## config.mk

```make
export PLATFORM = sky130hd
export DESIGN_NAME = seq_restoring_divider_flat
export DESIGN_NICKNAME = d
export VERILOG_FILES = /design/src/rtl/divider_pkg.sv /design/src/rtl/seq_restoring_divider_if.sv /design/src/rtl/full_adder.sv /design/src/rtl/trial_subtractor.sv /design/src/rtl/seq_restoring_divider.sv /design/src/flat_wrapper.sv
export SDC_FILE = /design/constraint.sdc
export NUM_CORES = 1
export LEC_CHECK = 0
export BUFFER_PORTS_ARGS = -buffer_cell sky130_fd_sc_hd__buf_2
export CAP_MARGIN = 5
export CELL_PAD_IN_SITES_DETAIL_PLACEMENT = 0
export CELL_PAD_IN_SITES_GLOBAL_PLACEMENT = 1
export CORE_UTILIZATION = 48
export DETAILED_ROUTE_END_ITERATION = 10
export GPL_TIMING_DRIVEN = 0
export PLACE_DENSITY = 0.82
export SKIP_CTS_REPAIR_TIMING = 1
export SLEW_MARGIN = 25
export SYNTH_ARGS = -nofsm -noshare
export SYNTH_HDL_FRONTEND = slang
export SYNTH_HIERARCHICAL = 1
export SYNTH_SLANG_ARGS = --single-unit
```

## constraint.sdc

```tcl
create_clock -name clk -period 8.6 [get_ports clk]
set_input_delay 0.43 -clock clk [delete_from_list [all_inputs] [get_ports clk]]
set_output_delay 0.43 -clock clk [all_outputs]
set_load 0.03 [all_outputs]
```

## src/rtl/divider_pkg.sv

```systemverilog
// -----------------------------------------------------------------------------
// divider_pkg
// Shared definitions for the sequential restoring divider.
//   DEFAULT_WIDTH : default operand/result width
//   IDLE/RUN/DONE : state encoding, also exposed as the enum state_t
// No ports (package).
// -----------------------------------------------------------------------------
package divider_pkg;

  localparam int DEFAULT_WIDTH = 8;

  localparam logic [1:0] IDLE = 2'd0;
  localparam logic [1:0] RUN  = 2'd1;
  localparam logic [1:0] DONE = 2'd2;

  typedef enum logic [1:0] {
    ST_IDLE = IDLE,
    ST_RUN  = RUN,
    ST_DONE = DONE
  } state_t;

endpackage

```

## src/rtl/seq_restoring_divider_if.sv

```systemverilog
// -----------------------------------------------------------------------------
// seq_restoring_divider_if
// Operand/result bundle of the divider.
//   start       : request, sampled only while the divider is idle
//   dividend    : unsigned dividend, captured with an accepted start
//   divisor     : unsigned divisor, captured with an accepted start
//   busy        : division in progress
//   done        : one-cycle pulse, results valid from this cycle on
//   quotient    : result quotient, held until the next accepted start
//   remainder   : result remainder, held until the next accepted start
//   div_by_zero : divisor was zero, held with the results
// Handshake: start is a request without a ready; it is accepted on a rising
// edge where the divider is idle and start=1, and ignored otherwise. Every
// accepted start produces exactly one done pulse (unless reset intervenes).
// Modports: master = requester, slave = divider.
// -----------------------------------------------------------------------------
interface seq_restoring_divider_if
  import divider_pkg::*;
#(
  parameter int WIDTH = DEFAULT_WIDTH
);

  logic             start;
  logic [WIDTH-1:0] dividend;
  logic [WIDTH-1:0] divisor;
  logic             busy;
  logic             done;
  logic [WIDTH-1:0] quotient;
  logic [WIDTH-1:0] remainder;
  logic             div_by_zero;

  modport master (
    output start, dividend, divisor,
    input  busy, done, quotient, remainder, div_by_zero
  );

  modport slave (
    input  start, dividend, divisor,
    output busy, done, quotient, remainder, div_by_zero
  );

endinterface

```

## src/rtl/full_adder.sv

```systemverilog
// -----------------------------------------------------------------------------
// full_adder
// One-bit full adder cell.
//   i_a, i_b : addend bits
//   i_ci     : carry in
//   o_s      : sum
//   o_co     : carry out
// -----------------------------------------------------------------------------
module full_adder (
  input  logic i_a,
  input  logic i_b,
  input  logic i_ci,
  output logic o_s,
  output logic o_co
);

  assign o_s  = i_a ^ i_b ^ i_ci;
  assign o_co = (i_a & i_b) | (i_ci & (i_a ^ i_b));

endmodule

```

## src/rtl/trial_subtractor.sv

```systemverilog
// -----------------------------------------------------------------------------
// trial_subtractor
// N-bit ripple subtractor a - b, computed as a + ~b + 1 with a chain of
// full_adder cells whose first carry-in is tied high.
//   i_a      : minuend
//   i_b      : subtrahend
//   o_diff   : a - b (modulo 2^N)
//   o_borrow : 1 when b > a (inverted final carry)
// -----------------------------------------------------------------------------
module trial_subtractor #(
  parameter int N = 9
) (
  input  logic [N-1:0] i_a,
  input  logic [N-1:0] i_b,
  output logic [N-1:0] o_diff,
  output logic         o_borrow
);

  logic [N:0] w_carry;

  assign w_carry[0] = 1'b1;

  for (genvar g = 0; g < N; g++) begin : g_fa
    full_adder u_fa (
      .i_a  (i_a[g]),
      .i_b  (~i_b[g]),
      .i_ci (w_carry[g]),
      .o_s  (o_diff[g]),
      .o_co (w_carry[g+1])
    );
  end

  assign o_borrow = ~w_carry[N];

endmodule

```

## src/rtl/seq_restoring_divider.sv

```systemverilog
// -----------------------------------------------------------------------------
// seq_restoring_divider
// Sequential unsigned restoring divider, one quotient bit per clock.
// A division accepted at edge E0 iterates at E1..E(WIDTH) and shows done=1
// during the cycle after E(WIDTH); results hold until the next accepted start.
//   clk         : rising-edge clock
//   rst_n       : asynchronous active-low reset
//   bus         : seq_restoring_divider_if.slave (start/operands/results)
//   o_dbg_state : current FSM state (divider_pkg encoding)
// Optional feature macro DIV_ZERO_DETECT_EN: when defined, a zero divisor
// goes straight from IDLE to DONE with quotient=all ones, remainder=dividend
// and div_by_zero=1; when undefined a zero divisor runs the full iteration
// count (same quotient/remainder) and div_by_zero stays 0.
// -----------------------------------------------------------------------------
module seq_restoring_divider
  import divider_pkg::*;
#(
  parameter int WIDTH = DEFAULT_WIDTH
) (
  input  logic                   clk,
  input  logic                   rst_n,
  seq_restoring_divider_if.slave bus,
  output logic [1:0]             o_dbg_state
);

  localparam int CW = $clog2(WIDTH + 1);

  state_t           r_state;
  state_t           w_state_next;
  logic [WIDTH-1:0] r_q;
  logic [WIDTH-1:0] r_p;
  logic [WIDTH-1:0] r_divisor;
  logic [CW-1:0]    r_cnt;
  logic [WIDTH-1:0] r_quotient;
  logic [WIDTH-1:0] r_remainder;
  logic             r_dbz;

  logic [WIDTH:0]   w_p_shift;
  logic [WIDTH:0]   w_diff;
  logic             w_borrow;
  logic             w_restore;
  logic [WIDTH-1:0] w_p_next;
  logic [WIDTH-1:0] w_q_next;
  logic             w_last;
  logic             w_accept;
  logic             w_zero_early;

  // Partial remainder shifted left with the next dividend bit pulled in.
  // The stored remainder is always below the divisor, so its (WIDTH+1)-bit
  // form has a zero MSB and only WIDTH bits are kept in r_p.
  assign w_p_shift = {r_p, r_q[WIDTH-1]};

  trial_subtractor #(
    .N (WIDTH + 1)
  ) u_trial_subtractor (
    .i_a      (w_p_shift),
    .i_b      ({1'b0, r_divisor}),
    .o_diff   (w_diff),
    .o_borrow (w_borrow)
  );

  // A difference that would not fit in WIDTH bits is treated like a borrow.
  // While the remainder stays below the divisor this never happens, so the
  // decision is the plain borrow.
  assign w_restore = w_borrow | w_diff[WIDTH];
  assign w_p_next  = w_restore ? w_p_shift[WIDTH-1:0] : w_diff[WIDTH-1:0];
  assign w_q_next  = {r_q[WIDTH-2:0], ~w_restore};
  assign w_last    = (r_cnt == CW'(1));

`ifdef DIV_ZERO_DETECT_EN
  assign w_zero_early = (bus.divisor == '0);
`else
  assign w_zero_early = 1'b0;
`endif

  // ---------------------------------------------------------------------------
  // FSM
  // ---------------------------------------------------------------------------
  always_ff @(posedge clk or negedge rst_n) begin
    if (!rst_n) begin
      r_state <= ST_IDLE;
    end else begin
      r_state <= w_state_next;
    end
  end

  always_comb begin
    w_state_next = r_state;
    w_accept     = 1'b0;
    case (r_state)
      ST_IDLE: begin
        if (bus.start) begin
          w_accept     = 1'b1;
          w_state_next = w_zero_early ? ST_DONE : ST_RUN;
        end
      end
      ST_RUN: begin
        if (w_last) begin
          w_state_next = ST_DONE;
        end
      end
      ST_DONE: begin
        w_state_next = ST_IDLE;
      end
      default: begin
        w_state_next = ST_IDLE;
      end
    endcase
  end

  // ---------------------------------------------------------------------------
  // Datapath: operand capture, iteration, result registers
  // ---------------------------------------------------------------------------
  always_ff @(posedge clk or negedge rst_n) begin
    if (!rst_n) begin
      r_q         <= '0;
      r_p         <= '0;
      r_divisor   <= '0;
      r_cnt       <= '0;
      r_quotient  <= '0;
      r_remainder <= '0;
      r_dbz       <= 1'b0;
    end else if (w_accept) begin
      r_divisor <= bus.divisor;
      r_q       <= bus.dividend;
      r_p       <= '0;
      r_cnt     <= CW'(WIDTH);
      // Early-out result is written on the same edge that enters DONE.
      if (w_zero_early) begin
        r_quotient  <= '1;
        r_remainder <= bus.dividend;
        r_dbz       <= 1'b1;
      end
    end else if (r_state == ST_RUN) begin
      r_p   <= w_p_next;
      r_q   <= w_q_next;
      r_cnt <= r_cnt - CW'(1);
      // Results change only on the edge that enters DONE.
      if (w_last) begin
        r_quotient  <= w_q_next;
        r_remainder <= w_p_next;
        r_dbz       <= 1'b0;
      end
    end
  end

  assign bus.busy        = (r_state == ST_RUN);
  assign bus.done        = (r_state == ST_DONE);
  assign bus.quotient    = r_quotient;
  assign bus.remainder   = r_remainder;
  assign bus.div_by_zero = r_dbz;
  assign o_dbg_state     = r_state;

endmodule

```

## src/flat_wrapper.sv

```systemverilog
// flat-port wrapper written by rule: the top's interface ports become plain ports
module seq_restoring_divider_flat import divider_pkg::*;
#(
  parameter int WIDTH = DEFAULT_WIDTH
)
  (clk, rst_n, o_dbg_state, bus_start, bus_dividend, bus_divisor, bus_busy, bus_done, bus_quotient, bus_remainder, bus_div_by_zero);
  seq_restoring_divider_if #(.WIDTH(WIDTH)) bus_i ();
  input  logic clk;
  input  logic rst_n;
  output logic [1:0] o_dbg_state;
  input wire logic [$bits(bus_i.start)-1:0] bus_start;
  input wire logic [$bits(bus_i.dividend)-1:0] bus_dividend;
  input wire logic [$bits(bus_i.divisor)-1:0] bus_divisor;
  output wire logic [$bits(bus_i.busy)-1:0] bus_busy;
  output wire logic [$bits(bus_i.done)-1:0] bus_done;
  output wire logic [$bits(bus_i.quotient)-1:0] bus_quotient;
  output wire logic [$bits(bus_i.remainder)-1:0] bus_remainder;
  output wire logic [$bits(bus_i.div_by_zero)-1:0] bus_div_by_zero;
  assign bus_i.start = bus_start;
  assign bus_i.dividend = bus_dividend;
  assign bus_i.divisor = bus_divisor;
  assign bus_busy = bus_i.busy;
  assign bus_done = bus_i.done;
  assign bus_quotient = bus_i.quotient;
  assign bus_remainder = bus_i.remainder;
  assign bus_div_by_zero = bus_i.div_by_zero;
  seq_restoring_divider #(.WIDTH(WIDTH)) u_core (.clk(clk), .rst_n(rst_n), .bus(bus_i), .o_dbg_state(o_dbg_state));
endmodule
```

==> flow_metrics.tcl, run 1 <==
set metrics [dict create \
    ys_top_cells_by_count "46 x dfrtp_1, 21 x mux2_2, 15 x inv_1" \
    drive_gt1_share_pct 38.7 \
    avgSynthCellArea_um2 12.9 \
    wl_um 4350 \
    path_cells "fa_1 > fa_1 > fa_1 > fa_1 > fa_1 > fa_1 > fa_1 > fa_1 > fa_1 > nor2_2 > mux2_2 > mux2_4" \
    yosysMostFrequentCell "dfrtp_1" \
    p_int_w 0.000570 \
    worst-path-max-fanout 10 \
    die_h_um 70.7 \
    grt_max_degree 47 \
    synth_warnings 6 \
    arrival_ns 5.56 \
    max_freq_mhz 186 \
    r2r-start "u_core/r_q[7]" \
    cp-start-kind "flip-flop" \
    antenna_left 0 \
    holdCritPathClass "in -> async" \
    first_iter_violations 74 \
    skew_ns 0.00863 \
    cp-startpoint "u_core/r_q[7]" \
    grt_pass1_wl_um 7190 \
    postSynthCellCount 176 \
    leakagePower_nw 1.32 \
    cts_max_path_buffers 2 \
    critPathKind "reg -> reg" \
    required_ns 8.78 \
    viasPerCell 5.40 \
    drcViolationCount 6 \
    n_antenna_cell 0 \
    avgRoutedWirePerCell_um 15.9 \
    ys_seq_area_share_pct 50.8 \
    slew_headroom_pct 61.9 \
    first_global_vias 1517 \
    worst_pin_slew_ns 0.572 \
    ios 40 \
    top_usage_layer "met2" \
    power_switching_w 0.000393 \
    slowest_delay_ns 0.47 \
    initial_core_util_pct 51.0 \
    h-tree-depth 2 \
    synth_area_leaders "dfrtp_1 51%, mux2_2 10%, fa_1 8.0%" \
    synth_top_area_share_pct 50.8 \
    synth_edf_count 0 \
    pwr-share-comb_pct 48.4 \
    crit_family "adder cells" \
    cpMostUsedCell "fa_1" \
    final_max_slew_viol_count 0 \
    rows 24 \
    globalRouteMet3Util_pct 3.99 \
    endpoint_kind "flip-flop" \
    min_period_ns 5.39 \
    peakVddDrop_mv 0.172 \
    hpwlAfterDp_um 3160 \
    whs_ns 0.138 \
    gr-usage-all-layers_pct 18.8 \
    die_width_um 70.7 \
    p_seq_share_pct 39.0 \
    synth_cell_types 29 \
    rsz0062_at_grt "false" \
    period_share_pct 62.6 \
    violations "design-rule violations" \
    grt_util_met1_pct 24.5 \
    coreArea_um2 4440 \
    gr-total-overflow 0 \
    final_net_count 252 \
    finalSetupViolations 0 \
    path_clk_slew_ns 0.08 \
    synth-main-ff-cell "dfrtp_1" \
    grtUsageMet2_pct 31.4 \
    outcome "finished with violations" \
    place_congestion 0.782 \
    power_density_nw_per_um2 370 \
    synth.cell_area_um2 2270 \
    synth_top_cell_by_area "dfrtp_1" \
    maxCapViolations 0 \
    synth_seq_cells 46 \
    hold_viol 0 \
    portBuffers 38 \
    dr.pass1.iters 7 \
    cts_tree "built" \
    clockRootBuffer "clkbuf_8" \
    cts_buffers 5 \
    fin_setup_tns_ns 0 \
    dp_cells 267 \
    async_flop_share_pct 100 \
    p_clk_share_pct 12.6 \
    areaGrowthSynthToFinish_pct 15.0 \
    antenna_found_initial 0 \
    worstPathBufferInverterCount 0 \
    final_cells 274 \
    p_sw_share_pct 40.8 \
    dr_total_vias 1480 \
    slowest_stage "fa_1" \
    dieArea_um2 5000 \
    clkLatencyLatePin_ns 0.29 \
    cts.sink_count 46 \
]
[cells in the final DEF, fill, tap and decap left out, types with 7 or more instances in the layout]
cell type and instances:
fa_1 9, mux2_2 21, dfrtp_1 46, nor2b_1 8, a21oi_1 10, o21ai_0 11, mux2_4 9, buf_2 40
a22o_1 7, a22oi_1 7, inv_1 15
[kinds of logic after synthesis]
family	after synthesis	share of synthesized area (%)
compound gates	38	10.6
fa+ha+maj	11	9.06
buf+inv	24	4.97
flops	46	50.8
mux	33	17.7
other cells	2	0.331
simple gates	22	6.52
[area by class of cell]
class                      count  area (µm²)
buffer                         9        56.3
clock buffer                   5        68.8
clock inverter                 2        10.0
fill                         401        1840
inverter                      15        56.3
multi-input combinational    107        1010
sequential                    46        1150
tap                           52        65.1
timing repair buffer          38         193
[sequential cells by signal, summed over array words and instances, names as in the netlist]
| name | flops |
|---|---|
| u_core/bus.quotient | 8 |
| u_core/bus.remainder | 8 |
| u_core/o_dbg_state | 2 |
| u_core/r_cnt | 4 |
| u_core/r_divisor | 8 |
| u_core/r_p | 8 |
| u_core/r_q | 8 |
[worst register-to-register path, cell delays in order (launching register included)]
cell	delay, ns
dfrtp_1	0.41
fa_1	0.45
fa_1	0.40
fa_1	0.39
fa_1	0.40
fa_1	0.40
fa_1	0.39
fa_1	0.41
fa_1	0.41
fa_1	0.47
nor2_2	0.46
mux2_2	0.42
mux2_4	0.27
[worst paths after layout]
check | end | slack [ns] | cells after the start
max | u_core/bus.remainder[0] | 3.21 | 12
min | u_core/o_dbg_state[1] | 0.14 | 1
max reg2reg | u_core/bus.remainder[0] | 3.21 | 12
min reg2reg | u_core/bus.quotient[6] | 0.50 | 1
max in group asynchronous | u_core/r_q[7] | 8.08 | 1
min in group clk | u_core/r_divisor[4] | 0.36 | 2
[power by group through the flow]
stage / Clock (W) / Sequential (W) / Combinational, W
finish: 0.000121 / 0.000376 / 0.000466
global route: 0.000133 / 0.000387 / 0.000516
CTS: 0.000127 / 0.000376 / 0.000472
detailed placement: 0 / 0.000380 / 0.000470
global placement: 0 / 0.000372 / 0.000447
floorplan: 0 / 0.000438 / 0.000280
[metrics by stage]
step / setup slack (ns) / utilization, % / total power (W) / cell area [µm²]
2_1_floorplan: 3.58 / - / 0.000718 / 2270
3_3_place_gp: 3.33 / 56.8 / 0.000819 / 2520
3_5_place_dp: 3.19 / 56.8 / 0.000850 / 2520
4_1_cts: 3.18 / 58.6 / 0.000975 / 2600
5_1_grt: 2.99 / 58.6 / 0.00104 / 2610
6_report: 3.21 / 58.6 / 0.000963 / 2610
[layer usage]
layer	part of all wire [%]	vias up	wire length, µm
li1	-	693	-
met1	43	758	1890
met2	53	22	2280
met3	2.9	7	125
met4	1.2	0	51
met5	0	-	0
(Power assumes the default switching activity.)
==> run 2: changes to the inputs <==
- CORE_UTILIZATION: 48 -> 40
- PLACE_DENSITY: 0.82 -> 0.73
- clock period: 8.6 -> 4.36 ns (I/O delays scaled with it)
==> run 2 against run 1 <==
  * The flow finishes with violations (negative setup slack)
  * Largest power group unchanged
  * Fmax is 15% higher
  * Via count fell by 0.54%
  * Flip-flop and latch count unchanged
  * Largest cell class unchanged
  * Total power increased by 120%
  * Critical path depth up 2
  * Clock power increased to 3.1 times the previous value
  * Wire length is 2.7% lower
==> flow_metrics.tcl, run 2 (same netlist as run 1, synthesis figures left out) <==
set metrics [dict create \
    outcome "finished with violations" \
    violations "negative setup slack" \
    reg2reg_slack_ns -0.31 \
    post_dp_cell_area_um2 2600 \
    ios 40 \
    areaGrowthSynthToFinish_pct 23.7 \
    grt_max_degree 47 \
    slew_headroom_pct 61.4 \
    die_h_um 77.3 \
    hpwlAfterDp_um 2930 \
    dr_total_vias 1472 \
    critPathKind "reg -> reg" \
    power_density_nw_per_um2 754 \
    gr-total-overflow 0 \
    hold_viol 0 \
    p_int_w 0.00131 \
    clkLatencyLatePin_ns 0.30 \
    period_share_pct 107 \
    p_sw_share_pct 38.1 \
    n_antenna_cell 0 \
    arrival_ns 4.85 \
    first_iter_violations 60 \
    antenna_found_initial 0 \
    min_period_ns 4.67 \
    p_clk_share_pct 17.7 \
    portBuffers 38 \
    h-tree-depth 2 \
    die_width_um 77.3 \
    clockRootBuffer "clkbuf_8" \
    dieArea_um2 5970 \
    leakagePower_nw 1.37 \
    cts_max_path_buffers 2 \
    fillers 518 \
    skew_ns 0.0122 \
    maxCapViolations 0 \
    wl_um 4230 \
    place_congestion 0.708 \
    finalSetupViolations 17 \
    drive_gt1_share_pct 44.5 \
    cts_buffers 5 \
    layout_common_cells "46 x dfrtp_1, 40 x buf_2, 16 x mux2_4" \
    final_max_slew_viol_count 0 \
    required_ns 4.54 \
    finalInstanceArea_um2 2800 \
    max_freq_mhz 214 \
    rsz0062_at_grt "true" \
    first_global_vias 1474 \
    antenna_left 0 \
    path_clk_slew_ns 0.09 \
    cp-start-kind "flip-flop" \
    coreArea_um2 5470 \
    final_net_count 256 \
    drcViolationCount 0 \
    gr-usage-all-layers_pct 15.7 \
    holdCritPathClass "in -> reg" \
    cts.sink_count 46 \
    p_seq_share_pct 35.1 \
    worst_pin_slew_ns 0.578 \
    whs_ns 0.143 \
    pwr-share-comb_pct 47.2 \
    worst-path-max-fanout 10 \
    grt_pass1_wl_um 7230 \
    power_switching_w 0.000806 \
    dr.pass1.iters 4 \
    rows 27 \
    initial_core_util_pct 41.4 \
    fin_util_pct 51.2 \
    viasPerCell 4.92 \
    layout_commonest_cell "dfrtp_1" \
    peakVddDrop_mv 0.294 \
    avgRoutedWirePerCell_um 14.2 \
    cts_tree "built" \
    endpoint_kind "flip-flop" \
    setup_slack_ns -0.312 \
]
-- run 2: cell count changes in the layout (fill, tap and decap cells not counted), moves of 7 or more --
cell / change
mux2_4: +7
fa_1: -8
fa_2: +8
mux2_2: -7
-- run 2: power by group through the flow --
stage / Sequential (W) / Combinational (W) / Clock (W)
floorplan: 0.000866 / 0.000607 / 0
global placement: 0.000744 / 0.000940 / 0
detailed placement: 0.000750 / 0.000965 / 0
CTS: 0.000744 / 0.000967 / 0.000386
global route: 0.000773 / 0.00111 / 0.000405
finish: 0.000742 / 0.000998 / 0.000374
-- run 2: critical path, cell delays in order (launching register included) --
cell and delay, ns:
dfrtp_1 0.37, inv_2 0.05, fa_2 0.35, fa_2 0.35, fa_2 0.34, fa_2 0.35
fa_2 0.34, fa_2 0.35, fa_2 0.34, fa_2 0.34, fa_1 0.48, nor2_4 0.15
buf_12 0.15, mux2_4 0.31, mux2_4 0.27
-- run 2: stage by stage --
| step | TNS (ns) | power, W | setup WS (ns) | instances |
|---|---|---|---|---|
| 2_1_floorplan | -2.79 | 0.00147 | -0.222 | 177 |
| 3_3_place_gp | -5.73 | 0.00168 | -0.404 | 287 |
| 3_5_place_dp | -6.07 | 0.00172 | -0.438 | 287 |
| 4_1_cts | -6.35 | 0.00210 | -0.456 | 295 |
| 5_1_grt | -6.41 | 0.00229 | -0.432 | 299 |
| 6_report | -4.14 | 0.00211 | -0.312 | 299 |
-- run 2: cell type report --
cell class / count / area, µm² / area share, %
tap: 72 / 90.1 / 3.21
clock inverter: 3 / 68.8 / 2.45
buffer: 9 / 56.3 / 2.01
multi-input combinational: 107 / 1070 / 38.3
inverter: 15 / 56.3 / 2.01
timing repair buffer: 42 / 238 / 8.48
clock buffer: 5 / 68.8 / 2.45
sequential: 46 / 1150 / 41.1
-- run 2: final timing paths --
check | endpoint | start | depth (start not counted)
min reg2reg | u_core/bus.quotient[6] | u_core/bus.quotient[6] | 1
min | u_core/r_divisor[2] | bus_divisor[2] | 2
max | u_core/bus.remainder[6] | u_core/r_divisor[0] | 14
max in group asynchronous | u_core/r_q[2] | rst_n | 2
max reg2reg | u_core/bus.remainder[6] | u_core/r_divisor[0] | 14
min in group asynchronous | u_core/r_divisor[1] | rst_n | 2
-- run 2: metal layers --
metal  share of wire (%)  GRT usage [%]  wire length [µm]
met5                   0              0                 0
met4                 1.3           5.66                53
met3                 2.7           2.86               116
met2                  47           24.0              2000
met1                  49           22.1              2070
